**src/rtl/filter_ctrl_pkg.sv**
```systemverilog
// Shared definitions for the frame-synchronous filter controller:
// display-select encodings, controller state and config legality check.
package filter_ctrl_pkg;

  localparam logic [5:0] DISP_RGB  = 6'd0;
  localparam logic [5:0] DISP_GREY = 6'd1;
  localparam logic [5:0] DISP_THR1 = 6'd2;
  localparam logic [5:0] DISP_BLUR = 6'd4;
  localparam logic [5:0] DISP_THR2 = 6'd8;
  localparam logic [5:0] DISP_EDGE = 6'd16;
  localparam logic [5:0] DISP_MIX  = 6'd32;

  typedef enum logic {
    IDLE    = 1'b0,
    PENDING = 1'b1
  } ctrl_state_t;

  // Zero selects passthrough; otherwise exactly one stage may be selected.
  function automatic logic is_legal_display(input logic [5:0] disp);
    return (disp & (disp - 6'd1)) == 6'd0;
  endfunction

endpackage

```
**src/rtl/frame_edge_counter.sv**
```systemverilog
// Frame boundary detector and per-frame edge-pixel accumulator.
// boundary is combinational in the VSync-rise cycle; all its effects land one cycle later.
module frame_edge_counter #(
  parameter int CNT_W  = 22,
  parameter bit VS_POL = 1'b1
) (
  input  logic             clk,
  input  logic             rst,
  input  logic             vsync,
  input  logic             vde,
  input  logic             process_in,
  output logic             boundary,
  output logic [CNT_W-1:0] acc,
  output logic [CNT_W-1:0] edge_count,
  output logic [CNT_W-1:0] frame_count,
  output logic             frame_start
);

  logic vs_q;
  logic pixel_hit;

  assign pixel_hit = vde & process_in;
  assign boundary  = (vsync == VS_POL) && (vs_q != VS_POL);

  // NOTE: sequential state uses non-blocking assignments so every register
  // samples pre-edge values, regardless of statement order.
  always_ff @(posedge clk or posedge rst) begin
    if (rst) begin
      vs_q        <= ~VS_POL;
      acc         <= '0;
      edge_count  <= '0;
      frame_count <= '0;
      frame_start <= 1'b0;
    end else begin
      vs_q        <= vsync;
      frame_start <= boundary;
      if (boundary) begin
        edge_count  <= acc;
        frame_count <= frame_count + CNT_W'(1);
        // A hit in the boundary cycle belongs to the new frame.
        acc         <= pixel_hit ? CNT_W'(1) : '0;
      end else if (pixel_hit && (acc != '1)) begin
        acc <= acc + CNT_W'(1);
      end
    end
  end

endmodule

```
**src/rtl/filter_frame_ctrl.sv**
```systemverilog
// Frame-synchronous config controller: host config is held pending and applied
// only at a frame boundary; optional closed-loop auto-threshold from edge counts.
module filter_frame_ctrl
  import filter_ctrl_pkg::*;
#(
  parameter int              CNT_W      = 22,
  parameter logic [7:0]      DEF_THRESH = 8'h80,
  parameter logic [CNT_W-1:0] TGT_LO    = CNT_W'(20000),
  parameter logic [CNT_W-1:0] TGT_HI    = CNT_W'(60000),
  parameter logic [7:0]      STEP       = 8'd4,
  parameter bit              VS_POL     = 1'b1
) (
  input  logic             CLK,
  input  logic             RST,
  input  logic             VSync,
  input  logic             VDE,
  input  logic             ProcessIn,
  input  logic             CfgValid,
  output logic             CfgReady,
  input  logic [5:0]       CfgDisplay,
  input  logic [7:0]       CfgThreshold,
  input  logic             CfgAuto,
  output logic             CfgError,
  output logic [5:0]       Display,
  output logic [7:0]       Threshold,
  output logic             AutoEn,
  output logic             FrameStart,
  output logic [CNT_W-1:0] EdgeCount,
  output logic [CNT_W-1:0] FrameCount
);

  ctrl_state_t      state_q, state_d;
  logic             boundary;
  logic [CNT_W-1:0] acc;
  logic             cfg_fire, cfg_legal, apply;
  logic             seen_full;
  logic [5:0]       pend_disp;
  logic [7:0]       pend_thr;
  logic             pend_auto;
  logic [8:0]       thr_sum;
  logic [7:0]       thr_up, thr_dn;

  frame_edge_counter #(
    .CNT_W  (CNT_W),
    .VS_POL (VS_POL)
  ) u_counter (
    .clk         (CLK),
    .rst         (RST),
    .vsync       (VSync),
    .vde         (VDE),
    .process_in  (ProcessIn),
    .boundary    (boundary),
    .acc         (acc),
    .edge_count  (EdgeCount),
    .frame_count (FrameCount),
    .frame_start (FrameStart)
  );

  assign cfg_fire  = CfgValid && CfgReady;
  assign cfg_legal = is_legal_display(CfgDisplay);

  always_ff @(posedge CLK or posedge RST) begin
    if (RST) state_q <= IDLE;
    else     state_q <= state_d;
  end

  // NOTE: state_d gets a default before the case so no path leaves it
  // unassigned, which would otherwise infer a latch.
  always_comb begin
    state_d = state_q;
    unique case (state_q)
      IDLE:    if (cfg_fire && cfg_legal) state_d = PENDING;
      PENDING: if (boundary)              state_d = IDLE;
      default: state_d = IDLE;
    endcase
  end

  always_comb begin
    CfgReady = (state_q == IDLE);
    apply    = (state_q == PENDING) && boundary;
  end

  // Saturating threshold steps for the auto loop.
  always_comb begin
    thr_sum = {1'b0, Threshold} + {1'b0, STEP};
    thr_up  = thr_sum[8] ? 8'hFF : thr_sum[7:0];
    thr_dn  = (Threshold < STEP) ? 8'h00 : (Threshold - STEP);
  end

  // NOTE: pending config is reset too, so a reset mid-transfer can never
  // apply stale host data at the next boundary.
  always_ff @(posedge CLK or posedge RST) begin
    if (RST) begin
      Display   <= DISP_RGB;
      Threshold <= DEF_THRESH;
      AutoEn    <= 1'b0;
      CfgError  <= 1'b0;
      seen_full <= 1'b0;
      pend_disp <= DISP_RGB;
      pend_thr  <= DEF_THRESH;
      pend_auto <= 1'b0;
    end else begin
      CfgError <= cfg_fire && !cfg_legal;
      if (cfg_fire && cfg_legal) begin
        pend_disp <= CfgDisplay;
        pend_thr  <= CfgThreshold;
        pend_auto <= CfgAuto;
      end
      if (boundary) begin
        if (apply) begin
          Display   <= pend_disp;
          Threshold <= pend_thr;
          AutoEn    <= pend_auto;
          // Enabling auto restarts measurement under the new settings.
          seen_full <= !pend_auto;
        end else begin
          seen_full <= 1'b1;
          if (AutoEn && seen_full) begin
            if (acc > TGT_HI)      Threshold <= thr_up;
            else if (acc < TGT_LO) Threshold <= thr_dn;
          end
        end
      end
    end
  end

endmodule
```
**config.mk**
```make
export PLATFORM = sky130hd
export DESIGN_NAME = filter_frame_ctrl
export DESIGN_NICKNAME = d
export VERILOG_FILES = /design/src/rtl/filter_ctrl_pkg.sv /design/src/rtl/frame_edge_counter.sv /design/src/rtl/filter_frame_ctrl.sv
export SDC_FILE = /design/constraint.sdc
export NUM_CORES = 1
export LEC_CHECK = 0
export ABC_CLOCK_PERIOD_IN_PS = 7370
export BUFFER_PORTS_ARGS = -buffer_cell sky130_fd_sc_hd__buf_2
export CORE_MARGIN = 10
export CORE_UTILIZATION = 49
export DETAILED_ROUTE_END_ITERATION = 7
export PLACE_DENSITY = 0.81
export SYNTH_ARGS = -nofsm -noshare
export SYNTH_HDL_FRONTEND = slang
export SYNTH_SLANG_ARGS = --single-unit
```
**constraint.sdc**
```tcl
create_clock -name CLK -period 7.37 [get_ports CLK]
set_input_delay 0.737 -clock CLK [delete_from_list [all_inputs] [get_ports CLK]]
set_output_delay 0.737 -clock CLK [all_outputs]
set_load 0.01 [all_outputs]
```
=== Yosys cells after proc, flatten, opt, wreduce, memory -nomap -nowiden ===
Cells that the tools add are included.

* Register bits: 101
* Input bits: 21
* Output and inout port bits: 62
* Word-level logic and storage cells: 55

* Add/subtract/negate cells: 5
* Magnitude comparators: 3
* Equal/unequal tests: 1
* Muxes and demuxes: 13
* Bitwise gates (word level): 4
* Reductions and logical operators: 15

{| class="wikitable"
|+ Operators by type and width
! kind !! number
|-
| $mux W8 || 6
|-
| $add A22 B1 Y22 const B || 2
|-
| $mux W22 || 2
|-
| $gt A22 B16 Y1 const B || 1
|-
| $lt A22 B15 Y1 const B || 1
|-
| $ne A22 B22 Y1 const B || 1
|-
| $add A8 B3 Y9 const B || 1
|-
| $lt A8 B3 Y1 const B || 1
|-
| $sub A8 B3 Y8 const B || 1
|-
| $logic_and A1 B1 Y1 || 7
|-
| $and A6 B6 Y6 || 1
|-
| $logic_not A6 Y1 || 1
|-
| $sub A6 B1 Y6 const B || 1
|-
| $mux W1 || 4
|-
| $reduce_bool A2 Y1 || 2
|-
| $reduce_and A3 Y1 || 1
|-
| $reduce_bool A3 Y1 || 1
|-
| $logic_not A1 Y1 || 2
|-
| $not A1 Y1 || 2
|-
| $pmux W1 S2 || 1
|-
| $reduce_and A2 Y1 || 1
|-
| $and A1 B1 Y1 || 1
|}

=== Logic depth before layout (Yosys ltp) ===
* Word-level depth: 6
* Depth in mapped cells: 9
* Depth with buffers taken out: 8

=== By module ===
Synthesis repeated with hierarchy kept, for this count alone.

* Cell total of the unflattened synthesis: 488
* Area, all modules: 4884.7 µm²

{| class="wikitable"
|+ Modules (own cells, without submodules)
! module !! times used !! cells an instance !! area an instance (µm²) !! sequential area each (µm²)
|-
| frame_edge_counter || 1 || 308 || 3062.9 || 1701.6
|-
| filter_frame_ctrl || 1 || 180 || 1821.7 || 828.3
|}

=== Worst setup path after synthesis ===
No wires, ideal clock.

* Path type: in2reg
* From: in CfgDisplay[2]
* To: reg pend_auto
* Library setup time: 125 ps
* Arrival: 2370 ps
* Path slack: 4875 ps
* Stages: 7
* Path buffers: 1
* Cells stage by stage: or3_1 > or2_2 > o21a_1 > o22ai_1 > nand2_1 > clkbuf_1 > mux2_2

* Word-level cells in the longest chain between the ends: 4

{| class="wikitable"
|+ Ends and longest elaborated chain
! element !! line !! text
|-
| start, declared || filter_frame_ctrl.sv:20 || <nowiki>input logic [5:0] CfgDisplay,</nowiki>
|-
| $sub A6 B1 Y6 || filter_ctrl_pkg.sv:20 || <nowiki>return (disp & (disp - 6'd1)) == 6'd0;</nowiki>
|-
| $and A6 B6 Y6 (*) || filter_ctrl_pkg.sv:20 ||
|-
| $logic_not A6 Y1 (*) || filter_ctrl_pkg.sv:20 ||
|-
| $logic_and A1 B1 Y1 (*) || filter_frame_ctrl.sv:104 || <nowiki>if (cfg_fire && cfg_legal) begin</nowiki>
|-
| end signal, assigned || filter_frame_ctrl.sv:107 || <nowiki>pend_auto <= CfgAuto;</nowiki>
|-
| end, declared || filter_frame_ctrl.sv:39 || <nowiki>logic pend_auto;</nowiki>
|}

Every way passes the cells marked *; elsewhere a longest branch is shown, timed or not.
A chain may end at the register's enable or synchronous reset.

=== Worst setup path in the final report ===
* From: reg u_counter.acc[0]
* To: reg Threshold[3]

* Word-level cells in the longest chain between the ends: 4

{| class="wikitable"
|+ Ends and longest elaborated chain
! element !! line !! text
|-
| start, declared || frame_edge_counter.sv:13 || <nowiki>output logic [CNT_W-1:0] acc,</nowiki>
|-
| start signal, assigned || frame_edge_counter.sv:41 || <nowiki>acc <= pixel_hit ? CNT_W'(1) : '0;</nowiki>
|-
| start signal, assigned || frame_edge_counter.sv:43 || <nowiki>acc <= acc + CNT_W'(1);</nowiki>
|-
| $gt A22 B16 Y1 || filter_frame_ctrl.sv:119 || <nowiki>if (acc > TGT_HI) Threshold <= thr_up;</nowiki>
|-
| $mux W8 || filter_frame_ctrl.sv:119 ||
|-
| $mux W8 || filter_frame_ctrl.sv:118 || <nowiki>if (AutoEn && seen_full) begin</nowiki>
|-
| $mux W8 || filter_frame_ctrl.sv:110 || <nowiki>if (apply) begin</nowiki>
|-
| end signal, assigned || filter_frame_ctrl.sv:112 || <nowiki>Threshold <= pend_thr;</nowiki>
|-
| end signal, assigned || filter_frame_ctrl.sv:119 ||
|-
| end signal, assigned || filter_frame_ctrl.sv:120 || <nowiki>else if (acc < TGT_LO) Threshold <= thr_dn;</nowiki>
|-
| end, declared || filter_frame_ctrl.sv:25 || <nowiki>output logic [7:0] Threshold,</nowiki>
|}

Parallel ways exist; a longest one is shown, timed or not. The select of a mux whose other input is x is not followed.

==> summary.md <==
| Metric | Value |
|---|---|
| Synth Instances | 471 |
| Initial antenna violation count | 0 |
| IO Pins | 83 |
| Internal Pwr Total | 963 µW |
| CP most frequent cell | a22oi_1 |
| PostCTS Resize Cnt | 0 |
| CTS tree | built |
| Max Freq | 0.372 GHz |
| Antenna cells | 0 |
| Worst Tran Pin Value | 1050 ps |
| Sw frac | 0.327 |
| Yosys reg bits | 101 |
| Drt pass-1 iters | 4 |
| Ys Warns | 0 |
| Row count | 35 |
| Mapped Area | 4670 µm² |
| Pleak | 0.00275 µW |
| R2r setup slk | 4680 ps |
| H-tree levels | 3 |
| Starting density of the core | 0.504 |
| Die height | 118 µm |
| Power per cell area | 266 nW/µm² |
| Synth unique cells | 50 |
| CTS sink cnt | 101 |
| Max Buffers Root-to-Sink | 2 |
| Worst-case clock skew | 15.0 ps |
| IO buf count | 82 |
| Final-report max-slew violation count | 0 |
| Largest net degree at the start of global routing | 54 |
| Worst rel slew slack | 0.300 |
| Initial DRC Count | 305 |
| Top cells by area, synth | dfrtp_1, nand2_1, xnor2_1 |
| Nets@finish | 574 |
| FF/Latch Area | 2530 µm² |
| First-pass GRT wire length | 17800 µm |
| Fillers | 823 |
| CTS Buf Count | 9 |
| Buffer count from post-CTS setup fixing | 0 |
| Period utilization | 0.365 |
| Comb power frac | 0.226 |
| WP data arrival | 2980 ps |
| Crit-path max cell delay | 800 ps |
| Routed vias | 3597 |
| Area Overhead vs Synth | 15.3% |
| Crit path from | u_counter.acc[0] |
| Outcome | complete, no violations |
| Sequential fraction of the synthesis area | 0.541 |
| Overall Power | 1430 µW |
| Syn nets | 497 |
| VDD IR-drop max | 0.141 mV |
| Cell Chain, Critical Path | inv_1, ha_1, and4b_1, a22oi_1, o22ai_1, a311o_1, a21oi_1, a22oi_1 |
| Global router's overall resource usage | 0.152 |
| Critical Path End Type | flop |
| Final core utilization | 0.580 |
| Syn Area/Cell | 9.92 µm² |
| Worst-path clk slew | 110 ps |
| Final Hold Viols | 0 |
| Main flop type after synthesis | dfrtp_1 |
| Clock network power share | 0.260 |
| CTS Hold Bufs | 0 |
| Die area | 13800 µm² |
| HP Class | primary input to async pin |
| HPWL after DPL | 7540 µm |
| Leading area contributor after synthesis | dfrtp_1 |
| Via-per-instance ratio | 5.27 |
| TNS Setup | 0 ps |
| Worst-path fanout max | 12 |
| Seq pwr share | 0.514 |
| Drc violations | 0 |
| CP Launch Type | flop |
| DR WL/cell | 15.2 µm |
| Launch point of the worst reg-to-reg path | u_counter.acc[0] |
| Yosys top cell area share | 0.530 |
| Die X-Extent | 118 µm |
| Post-synth EDFFs | 0 |
| Placer Congestion | 0.858 |
| Share of layout cells above drive strength 1 | 0.217 |
| Net load switching power | 468 µW |
| CTS Root Cell | clkbuf_8 |
| Asr flop ratio synth | 1.00 |
| Final setup vio count | 0 |
| Routed WL | 10400 µm |
| Post-route ant nets | 0 |
| Setup Crit Path Kind | flop to flop |
| Fin crit period | 2690 ps |
| Core region area | 9280 µm² |
| Vias in the first global route | 3574 |
| Crit path required time | 7660 ps |
| Max-Cap Viols | 0 |
| Setup repair after global routing missed its margin | no |
| Skew-Pair Late Insertion Delay | 370 ps |
| Multi-input logic area | 1990 µm² |
| R2r worst-path depth | 8 |
| Critical-path cell with the highest stage delay | o22ai_1 |
| GRT Residual Overflow | 0 |
per-stage QoR:
step	worst slack [ps]	cell area [µm²]	hold slack [ps]	cells
2_1_floorplan	3990	4670	433	471
3_3_place_gp	4660	5170	447	666
3_5_place_dp	4580	5170	457	666
4_1_cts	4690	5390	438	682
5_1_grt	4470	5390	463	682
6_report	4680	5390	426	682
worst max-delay path, delay by kind of cell, from the launching register on:
kind | cells | cell delay (ps)
and+or+nand+nor | 1 | 200
buffers and inverters | 1 | 130
adders and majority gates | 1 | 170
AOI/OAI and AO/OA | 5 | 1700
DFF | 1 | 410
routing by layer:
layer	global-route usage	routed length, µm
met4	0.0680	227
met5	0	0
met2	0.237	4910
met3	0.0369	544
met1	0.194	4710
state kept, by name (all words and copies together) (netlist names):
register               count
u_counter.acc             22
u_counter.edge_count      22
u_counter.frame_count     22
Threshold                  8
pend_thr                   8
Display                    6
pend_disp                  6
AutoEn                     1
CfgError                   1
pend_auto                  1
seen_full                  1
state_q                    1
u_counter.frame_start      1
u_counter.vs_q             1
placed cells by master (no fill, tap or decap), types with 8 or more instances in the layout:
cell / n
xor2_1: 16
nand2_1: 103
nand3_1: 23
o21ai_0: 11
nor2_1: 39
buf_2: 82
dfrtp_1: 99
inv_1: 15
nor3_1: 8
a21oi_1: 12
clkbuf_8: 9
mux2_2: 15
nand4_1: 10
xnor2_1: 24
and3_1: 8
logic make-up after synthesis:
family,Yosys count,share of synthesized area
AO/OA/AOI/OAI,51,0.0744
XOR/XNOR,40,0.0749
multiplexers,20,0.0468
AND/OR/NAND/NOR,218,0.214
adder cells (fa/ha/maj),6,0.0155
flip-flops,101,0.541
buffers and inverters,35,0.0335
cell usage after synthesis, drive strengths merged (3+ instances only):
master and count:
nand2 103, dfrtp 99, nor2 39, xnor2 24, nand3 23, inv 16, xor2 16, mux2 15
a21oi 12, clkbuf 11, o21ai 11, nand4 10, and3 8, buf 8, nor3 8, and4 7
ha 5, mux2i 5, and2 4, or3 4, a222oi 3, o21a 3, o31ai 3
power groups by stage:
stage,logic (µW),clock network (µW),registers [µW]
finish,324,372,735
global route,363,404,754
CTS,331,383,734
detailed placement,329,0,745
global placement,319,0,738
floorplan,215,0,737
path summary, 6_finish.rpt:
check / endpoint
max: Threshold[3]
min: Threshold[3]
max reg2reg: Threshold[3]
min reg2reg: u_counter.edge_count[5]
max in group asynchronous: u_counter.frame_count[10]
min in group CLK: u_counter.edge_count[5]
area by class of cell:
type | instances | area share
multi-input combinational | 335 | 0.369
inverter | 16 | 0.0116
tap | 129 | 0.0300
clock inverter | 7 | 0.0167
timing repair buffer | 85 | 0.0803
clock buffer | 9 | 0.0230
sequential | 101 | 0.469
Note: power is estimated with default switching activity, not from simulation.
